[src/rtl/fsm_pkg.sv]
// Shared master/slave load-FSM encodings. Imported by the FSM and by
// fsm_flag_gen so both sides agree on state codes.
package fsm_pkg;

  localparam int MAST_FSM_BITS = 3;
  localparam int SLAV_FSM_BITS = 3;

  typedef enum logic [MAST_FSM_BITS-1:0] {
    M_IDLE = 3'd0,
    LEFT   = 3'd1,
    BASE   = 3'd2,
    RIGHT  = 3'd3,
    FSLD   = 3'd7
  } mast_state_e;

  typedef enum logic [SLAV_FSM_BITS-1:0] {
    S_IDLE = 3'd0,
    TOP    = 3'd1,
    MID    = 3'd2,
    BOTT   = 3'd3
  } slav_state_e;

  function automatic logic mast_legal(input logic [MAST_FSM_BITS-1:0] s);
    return (s == M_IDLE) || (s == LEFT) || (s == BASE) || (s == RIGHT) || (s == FSLD);
  endfunction

  function automatic logic slav_legal(input logic [SLAV_FSM_BITS-1:0] s);
    return (s == S_IDLE) || (s == TOP) || (s == MID) || (s == BOTT);
  endfunction

  // Slave states in which a data beat can be consumed.
  function automatic logic slav_active(input logic [SLAV_FSM_BITS-1:0] s);
    return (s == TOP) || (s == MID) || (s == BOTT);
  endfunction

endpackage

[src/rtl/fsm_flag_gen_if.sv]
// Handshake bundle between the load FSM (master side) and the flag
// generator (slave side): FSM states and input beat handshake in,
// completion flags and SRAM position out.
interface fsm_flag_gen_if import fsm_pkg::*; #(
  parameter int CNT_BITS = 9
) ();
  logic [MAST_FSM_BITS-1:0] mast_state;
  logic [SLAV_FSM_BITS-1:0] slav_state;
  logic                     in_valid;
  logic                     in_ready;
  logic                     sl_top_done;
  logic                     sl_mid_done;
  logic                     sl_bott_done;
  logic                     flag_fsld_end;
  logic                     flag_base_end;
  logic [CNT_BITS-1:0]      now_of_row;
  logic [CNT_BITS-1:0]      col_cnt;

  modport master (
    output mast_state, slav_state, in_valid,
    input  in_ready, sl_top_done, sl_mid_done, sl_bott_done,
           flag_fsld_end, flag_base_end, now_of_row, col_cnt
  );

  modport slave (
    input  mast_state, slav_state, in_valid,
    output in_ready, sl_top_done, sl_mid_done, sl_bott_done,
           flag_fsld_end, flag_base_end, now_of_row, col_cnt
  );
endinterface

[src/rtl/wrap_cnt.sv]
// Up counter that wraps to 0 after LIMIT-1. clr has priority over inc,
// so a wrap and a clear in the same cycle land on 0 either way.
module wrap_cnt #(
  parameter int WIDTH = 4,
  parameter int LIMIT = 16
) (
  input  logic             clk,
  input  logic             inc,
  input  logic             clr,
  output logic [WIDTH-1:0] cnt,
  output logic             last
);
  logic [WIDTH-1:0] cnt_q, cnt_d;

  assign last = (cnt_q == WIDTH'(LIMIT-1));
  assign cnt  = cnt_q;

  // Next count: clear beats increment; increment wraps at the limit.
  always_comb begin
    cnt_d = cnt_q;
    if (clr)      cnt_d = '0;
    else if (inc) cnt_d = last ? '0 : cnt_q + 1'b1;
  end

  // Count register.
  always_ff @(posedge clk) begin
    cnt_q <= cnt_d;
  end
endmodule

[src/rtl/fsm_flag_gen.sv]
// Flag generator for the load FSM. Counts accepted beats and raises the
// zero-bubble (Mealy) completion flags the FSM consumes; exports row and
// column position for SRAM addressing.
// Optional: define FSM_FLAG_GEN_ERRCHK_EN to add a sticky protocol err output.
module fsm_flag_gen import fsm_pkg::*; #(
  parameter int FSLD_BEATS = 64,
  parameter int ROW_BEATS  = 16,
  parameter int MID_ROWS   = 8,
  parameter int BASE_COLS  = 4,
  parameter int CNT_BITS   = 9
) (
  input  logic           clk,
  input  logic           reset,
  fsm_flag_gen_if.slave  bus
`ifdef FSM_FLAG_GEN_ERRCHK_EN
  ,
  output logic           err
`endif
);
  localparam int BEAT_MAX = (FSLD_BEATS > ROW_BEATS) ? FSLD_BEATS : ROW_BEATS;
  localparam int BEAT_W   = (BEAT_MAX > 1) ? $clog2(BEAT_MAX) : 1;

  logic              m_legal, s_legal, s_act;
  logic              m_idle, m_fsld, m_base;
  logic              ready, acc;
  logic              fsld_last, row_last, row_end;
  logic              top_done, mid_done, bott_done, fsld_end;
  logic              beat_clr, row_inc, row_clr;
  logic [BEAT_W-1:0] beat_cnt;
  logic [CNT_BITS-1:0] row_q;
  logic [CNT_BITS-1:0] col_q, col_d;
  logic              col_at_end;
  logic              beat_last_unused, row_last_unused;

  // State decode; unknown master codes behave as M_IDLE.
  always_comb begin
    m_legal = mast_legal(bus.mast_state);
    s_legal = slav_legal(bus.slav_state);
    s_act   = slav_active(bus.slav_state);
    m_idle  = (bus.mast_state == M_IDLE) || !m_legal;
    m_fsld  = (bus.mast_state == FSLD);
    m_base  = (bus.mast_state == BASE);
  end

  assign ready = !reset && m_legal && s_legal && (m_fsld || s_act);
  assign acc   = bus.in_valid && ready;

  assign fsld_last = (beat_cnt == BEAT_W'(FSLD_BEATS-1));
  assign row_last  = (beat_cnt == BEAT_W'(ROW_BEATS-1));
  assign fsld_end  = acc && m_fsld && fsld_last;
  assign row_end   = acc && !m_fsld && row_last;
  assign top_done  = row_end && (bus.slav_state == TOP);
  assign mid_done  = row_end && (bus.slav_state == MID) && (row_q == CNT_BITS'(MID_ROWS));
  assign bott_done = row_end && (bus.slav_state == BOTT);

  // Beat counter wraps via clr at the end of a row or of preload, so one
  // instance serves both beat limits.
  assign beat_clr = reset || m_idle || (!s_act && !m_fsld) || fsld_end || row_end;

  wrap_cnt #(.WIDTH(BEAT_W), .LIMIT(BEAT_MAX)) u_beat (
    .clk (clk),
    .inc (acc),
    .clr (beat_clr),
    .cnt (beat_cnt),
    .last(beat_last_unused)
  );

  // Row index: TOP row ends at 0->1, MID walks 1..MID_ROWS, the final MID
  // row lifts it to MID_ROWS+1 for BOTT, and BOTT completion rewinds it.
  assign row_inc = row_end && ((bus.slav_state == TOP) || (bus.slav_state == MID));
  assign row_clr = reset || m_idle || bott_done;

  wrap_cnt #(.WIDTH(CNT_BITS), .LIMIT(MID_ROWS+2)) u_row (
    .clk (clk),
    .inc (row_inc),
    .clr (row_clr),
    .cnt (row_q),
    .last(row_last_unused)
  );

  assign col_at_end = (col_q == CNT_BITS'(BASE_COLS-1));

  // BASE strip counter: advances per finished BASE strip, saturating.
  always_comb begin
    col_d = col_q;
    if (reset || m_idle)                         col_d = '0;
    else if (bott_done && m_base && !col_at_end) col_d = col_q + 1'b1;
  end

  // Strip counter register.
  always_ff @(posedge clk) begin
    col_q <= col_d;
  end

  assign bus.in_ready      = ready;
  assign bus.flag_fsld_end = fsld_end;
  assign bus.sl_top_done   = top_done;
  assign bus.sl_mid_done   = mid_done;
  assign bus.sl_bott_done  = bott_done;
  // Level from the registered strip count, valid for the whole last strip.
  assign bus.flag_base_end = !reset && m_base && col_at_end;
  assign bus.now_of_row    = reset ? '0 : row_q;
  assign bus.col_cnt       = reset ? '0 : col_q;

`ifdef FSM_FLAG_GEN_ERRCHK_EN
  logic err_q, err_d;

  // Sticky protocol error: dropped beat outside idle, bad state code, or
  // RIGHT finishing before all BASE strips were done.
  always_comb begin
    err_d = err_q;
    if (reset) err_d = 1'b0;
    else if ((bus.in_valid && !ready && (bus.mast_state != M_IDLE)) ||
             !m_legal || !s_legal ||
             (bott_done && (bus.mast_state == RIGHT) && !col_at_end))
      err_d = 1'b1;
  end

  // Error flag register.
  always_ff @(posedge clk) begin
    err_q <= err_d;
  end

  assign err = err_q && !reset;
`endif

endmodule

[src/flat_wrapper.sv]
// flat-port wrapper written by rule: the top's interface ports become plain ports
module fsm_flag_gen_flat import fsm_pkg::*;
#(
  parameter int FSLD_BEATS = 64,
  parameter int ROW_BEATS  = 16,
  parameter int MID_ROWS   = 8,
  parameter int BASE_COLS  = 4,
  parameter int CNT_BITS   = 9
)
  (clk, reset, bus_mast_state, bus_slav_state, bus_in_valid, bus_in_ready, bus_sl_top_done, bus_sl_mid_done, bus_sl_bott_done, bus_flag_fsld_end, bus_flag_base_end, bus_now_of_row, bus_col_cnt);
  fsm_flag_gen_if #(.CNT_BITS(CNT_BITS)) bus_i ();
  input  logic clk;
  input  logic reset;
  input wire logic [$bits(bus_i.mast_state)-1:0] bus_mast_state;
  input wire logic [$bits(bus_i.slav_state)-1:0] bus_slav_state;
  input wire logic [$bits(bus_i.in_valid)-1:0] bus_in_valid;
  output wire logic [$bits(bus_i.in_ready)-1:0] bus_in_ready;
  output wire logic [$bits(bus_i.sl_top_done)-1:0] bus_sl_top_done;
  output wire logic [$bits(bus_i.sl_mid_done)-1:0] bus_sl_mid_done;
  output wire logic [$bits(bus_i.sl_bott_done)-1:0] bus_sl_bott_done;
  output wire logic [$bits(bus_i.flag_fsld_end)-1:0] bus_flag_fsld_end;
  output wire logic [$bits(bus_i.flag_base_end)-1:0] bus_flag_base_end;
  output wire logic [$bits(bus_i.now_of_row)-1:0] bus_now_of_row;
  output wire logic [$bits(bus_i.col_cnt)-1:0] bus_col_cnt;
  assign bus_i.mast_state = bus_mast_state;
  assign bus_i.slav_state = bus_slav_state;
  assign bus_i.in_valid = bus_in_valid;
  assign bus_in_ready = bus_i.in_ready;
  assign bus_sl_top_done = bus_i.sl_top_done;
  assign bus_sl_mid_done = bus_i.sl_mid_done;
  assign bus_sl_bott_done = bus_i.sl_bott_done;
  assign bus_flag_fsld_end = bus_i.flag_fsld_end;
  assign bus_flag_base_end = bus_i.flag_base_end;
  assign bus_now_of_row = bus_i.now_of_row;
  assign bus_col_cnt = bus_i.col_cnt;
  fsm_flag_gen #(.FSLD_BEATS(FSLD_BEATS), .ROW_BEATS(ROW_BEATS), .MID_ROWS(MID_ROWS), .BASE_COLS(BASE_COLS), .CNT_BITS(CNT_BITS)) u_core (.clk(clk), .reset(reset), .bus(bus_i));
endmodule
[config.mk]
export PLATFORM = sky130hd
export DESIGN_NAME = fsm_flag_gen_flat
export DESIGN_NICKNAME = d
export VERILOG_FILES = /design/src/rtl/fsm_pkg.sv /design/src/rtl/fsm_flag_gen_if.sv /design/src/rtl/wrap_cnt.sv /design/src/rtl/fsm_flag_gen.sv /design/src/flat_wrapper.sv
export SDC_FILE = /design/constraint.sdc
export NUM_CORES = 1
export LEC_CHECK = 0
export BUFFER_PORTS_ARGS = -buffer_cell sky130_fd_sc_hd__buf_2
export CORE_AREA = 2 2 42 74
export DETAILED_ROUTE_END_ITERATION = 10
export DIE_AREA = 0 0 44 76
export PLACE_DENSITY = 0.83
export SLEW_MARGIN = 20
export SYNTH_ARGS = -nofsm -noshare
export SYNTH_HDL_FRONTEND = slang
export SYNTH_HIERARCHICAL = 1
export SYNTH_SLANG_ARGS = --single-unit
[constraint.sdc]
create_clock -name clk -period 6.4 [get_ports clk]
set_clock_uncertainty 0.05 [all_clocks]
set_input_delay 1.28 -clock clk [delete_from_list [all_inputs] [get_ports clk]]
set_output_delay 1.28 -clock clk [all_outputs]
set_load 0.02 [all_outputs]
# Word-level counts from Yosys, hierarchy flattened
# Cells that the tools add are included.
# Widths: inputs -> output; s select.
[op_classes] muxes=4 n_eq_ne=12 reduce_logical=41 add_sub_neg=3
[op_table] operator="$mux 9" n=3
[op_table] operator="$add 9x1->9 const B" n=2
[op_table] operator="$eq 9x4->1 const B" n=2
[op_table] operator="$logic_and 1x1->1" n=18
[op_table] operator="$logic_or 1x1->1" n=16
[op_table] operator="$eq 3x2->1 const B" n=4
[op_table] operator="$eq 9x2->1 const B" n=1
[op_table] operator="$add 6x1->6 const B" n=1
[op_table] operator="$eq 3x1->1 const B" n=2
[op_table] operator="$eq 6x4->1 const B" n=1
[op_table] operator="$eq 6x6->1 const B" n=1
[op_table] operator="$logic_not 3->1" n=2
[op_table] operator="$mux 6" n=1
[op_table] operator="$logic_not 1->1" n=5
[op_table] operator="$eq 3x3->1 const B" n=1
[totals] out_inout_bits=24 input_bits=9 regBits=24

# Longest topological paths before layout
[logic_depth] word_depth=14 ltp_mapped=8

# Hierarchy
# Netlist, hierarchy kept.
[modules_own_cells] mod="fsm_flag_gen" area_per_inst_um2=775.7 cells_per_inst=109 instances=1
[modules_own_cells] mod="wrap_cnt (u_core.u_row)" area_per_inst_um2=464.2 cells_per_inst=48 instances=1
[modules_own_cells] mod="wrap_cnt (u_core.u_beat)" area_per_inst_um2=274.0 cells_per_inst=29 instances=1

# Least setup slack after synthesis
# Ideal clock, no wire load.
[synth_timing] path_kind="input port to output port" startpoint="in bus_mast_state[2]" endpoint="out bus_sl_bott_done" t_arrival_ns=2.555 stages=5 slack_ns=2.515 cell_sequence="or3_1 -> or4_1 -> buf_2 -> buf_2 -> inv_1"
[synth_between] elab_chain_cells=12 elab_cells_between_ends=18 cone_classes="4 x eq/ne; 14 x reduce/logical"
[synth_lines] item="start: declaration" line_no="flat_wrapper.sv:14" rtl="input wire logic [$bits(bus_i.mast_state)-1:0] bus_mast_state;"
[synth_lines] item="$eq 3x1->1 or $logic_not 3->1 (tied branches)" line_no="fsm_pkg.sv:24" rtl="return (s == M_IDLE) || (s == LEFT) || (s == BASE) || (s == RIGHT) || (s == FSLD);"
[synth_lines] item="$logic_or 1x1->1 (4 in a row)" line_no="fsm_pkg.sv:24"
[synth_lines] item="$logic_and 1x1->1 (3 in a row)" line_no="fsm_flag_gen.sv:45" rtl="assign ready = !reset && m_legal && s_legal && (m_fsld || s_act);"
[synth_lines] item="$logic_and 1x1->1" line_no="fsm_flag_gen.sv:46" rtl="assign acc = bus.in_valid && ready;"
[synth_lines] item="$logic_and 1x1->1 * (2 in a row)" line_no="fsm_flag_gen.sv:51" rtl="assign row_end = acc && !m_fsld && row_last;"
[synth_lines] item="$logic_and 1x1->1 *" line_no="fsm_flag_gen.sv:54" rtl="assign bott_done = row_end && (bus.slav_state == BOTT);"
[synth_lines] item="end: declaration" line_no="flat_wrapper.sv:20" rtl="output wire logic [$bits(bus_i.sl_bott_done)-1:0] bus_sl_bott_done;"
# Mark *: on every way between the ends. The rest lies on a longest branch, timed or not.

# Worst setup path after layout
[layout_timing] startpoint="in reset" endpoint="out bus_sl_bott_done"
[layout_between] elab_chain_cells=8
[layout_lines] item="start: declaration" line_no="flat_wrapper.sv:13" rtl="input logic reset;"
[layout_lines] item="$logic_not 1->1" line_no="fsm_flag_gen.sv:45"
[layout_lines] item="$logic_and 1x1->1 (3 in a row)" line_no="fsm_flag_gen.sv:45"
[layout_lines] item="$logic_and 1x1->1" line_no="fsm_flag_gen.sv:46"
[layout_lines] item="$logic_and 1x1->1 (2 in a row)" line_no="fsm_flag_gen.sv:51"
[layout_lines] item="$logic_and 1x1->1" line_no="fsm_flag_gen.sv:54"
# No other way between the ends.

==> flow_summary.json <==
{
  "placementRows": 26,
  "path_clk_slew_ps": 80,
  "worst_pin_slew_ps": 709,
  "start_util_pct": 53.9,
  "slew-limit-headroom_pct": 52.8,
  "final_max_slew_viol_count": 0,
  "fin_tns_setup_ps": 0,
  "grt_start_max_net_pins": 24,
  "synth_area_mm2": 0.00151,
  "core_area_mm2": 0.00280,
  "status": "finished clean",
  "worstSetupStartpoint": "reset",
  "worstSetupStartpointType": "input port",
  "ant_nets": 0,
  "syn_nets": 198,
  "drive_gt1_share_pct": 22.0,
  "drt-initial-drc-count": 47,
  "irDropWorstVdd_mv": 0.110,
  "cp_max_fo": 23,
  "dp_hpwl_um": 2480,
  "num_vias": 1465,
  "clock-sinks": 24,
  "power_frac_seq_pct": 59.0,
  "timing.hold.ws_ps": 459,
  "criticalPathCategory": "in -> out",
  "drcViolationCount": 0,
  "htree_levels": 1,
  "clk_latency_ps": 260,
  "ios": 33,
  "fin_nets": 229,
  "grt_antenna_before_repair": 0,
  "portBuffers": 32,
  "grtUsageTotal_pct": 20.8,
  "power_frac_comb_pct": 6.9,
  "antenna_cells": 0,
  "die_y_um": 76,
  "first_pass_iters": 5,
  "routed_wl_um": 3340,
  "gp_congestion": 0.838,
  "hold_path.class": "reg -> reg",
  "postCtsSetupRepairBufs": 0,
  "grt_pass1_wl_um": 5460,
  "die_w_um": 44,
  "hold_viol": 0,
  "viasPerCell": 6.05,
  "cts_hold_buf": 0,
  "syn_area_per_cell_um2": 8.15,
  "reg2reg_depth": 7,
  "period_share_pct": 66.0,
  "die_area_mm2": 0.00334,
  "required_ps": 5070,
  "grt_pass1_vias": 1271,
  "p_int_uw": 197,
  "period_needed_ps": 4220,
  "worstPathArrival_ps": 2890,
  "syn_to_final_growth_pct": 13.3,
  "ctsResizeCount": 0,
  "rsz0062_at_grt": "no",
  "switching_power_uw": 56.0,
  "reg2reg_from": "u_core/u_beat/cnt[3]",
  "r2r_setup_slack_ps": 4050,
  "swShare_pct": 22.1,
  "setup-violations-final": 0,
  "syn_inst": 185,
  "clock.fmax_mhz": 237,
  "grt_overflow": 0,
  "cts_tree": "yes",
  "power_density_mw_per_mm2": 148,
  "cts-buffers-inserted": 3,
  "wl_per_cell_um": 13.8,
  "min_from": "u_core/col_q[5]",
  "synth_warnings": 6,
  "cellLeakagePower_uw": 0.000659,
  "clk_path_buf_depth": 2,
  "cap_viol_max_count": 0,
  "hold_depth": 2,
  "endpoint_kind": "output pin",
  "clkPwrFrac_pct": 34.1,
  "root_buffer": "clkbuf_8"
}
==> metal layers <==
| layer | track usage (%) | routed length, um |
|---|---|---|
| met5 | 0 | 0 |
| met4 | 11.8 | 74 |
| met3 | 2.37 | 107 |
| met2 | 35.3 | 1770 |
| met1 | 23.9 | 1390 |
==> layout by cell type (no fill, tap or decap), types with 3 or more instances in the layout <==
cell,n
nand3_1,5
dfxtp_1,24
mux2i_1,3
nand4_2,3
nand2b_1,3
o31ai_1,4
nor2b_1,18
or3_1,7
nor3_1,4
a21oi_2,4
nand2_1,17
nor2_1,16
nor4_1,6
clkbuf_8,3
or4_1,5
o21ai_0,8
ha_1,4
nand4_1,6
inv_1,5
a21oi_1,9
xor2_1,6
buf_2,32
==> worst max-delay path: stages <==
cell and delay [ps]:
buf_2 220, nand4bb_1 270, or4_1 770, inv_1 170, buf_2 180
==> power groups by stage <==
stage / Combinational [uW] / Clock (uW) / Sequential [uW]
after floorplan: 11.4 / 0 / 153
after global placement: 17.1 / 0 / 153
after detailed placement: 17.4 / 0 / 153
after CTS: 17.4 / 89.0 / 149
after global routing: 19.5 / 92.9 / 149
final: 17.4 / 86.3 / 149
==> layout make-up <==
cell class	count	area (um2)
fill	276	1090
tap	28	35.0
clock buffer	3	41.3
multi-input combinational	150	972
timing repair buffer	32	160
inverter	5	18.8
sequential	24	480
==> metrics by stage <==
stage               setup slack, ps  utilization [%]  power, uW  std cells  instance area (um2)
floorplan                      2520                -        164        185                 1510
global placement               2200             59.6        170        239                 1670
detailed placement             2170             59.6        170        239                 1670
CTS                            2190             61.0        256        242                 1710
global route                   2060             61.0        262        242                 1710
finish                         2180             61.0        253        242                 1710
==> final timing paths <==
kind | endpoint
worst max register to register | u_core/u_row/cnt[6]
worst min-delay path | u_core/col_q[5]
worst max-delay path | bus_sl_bott_done
worst min register to register | u_core/col_q[5]
==> flip-flops by register name, summed over array words and instances (netlist names) <==
| name | cells |
|---|---|
| u_core/col_q | 9 |
| u_core/u_beat/cnt | 6 |
| u_core/u_row/cnt | 9 |
Power figures use the tool's default switching activity.
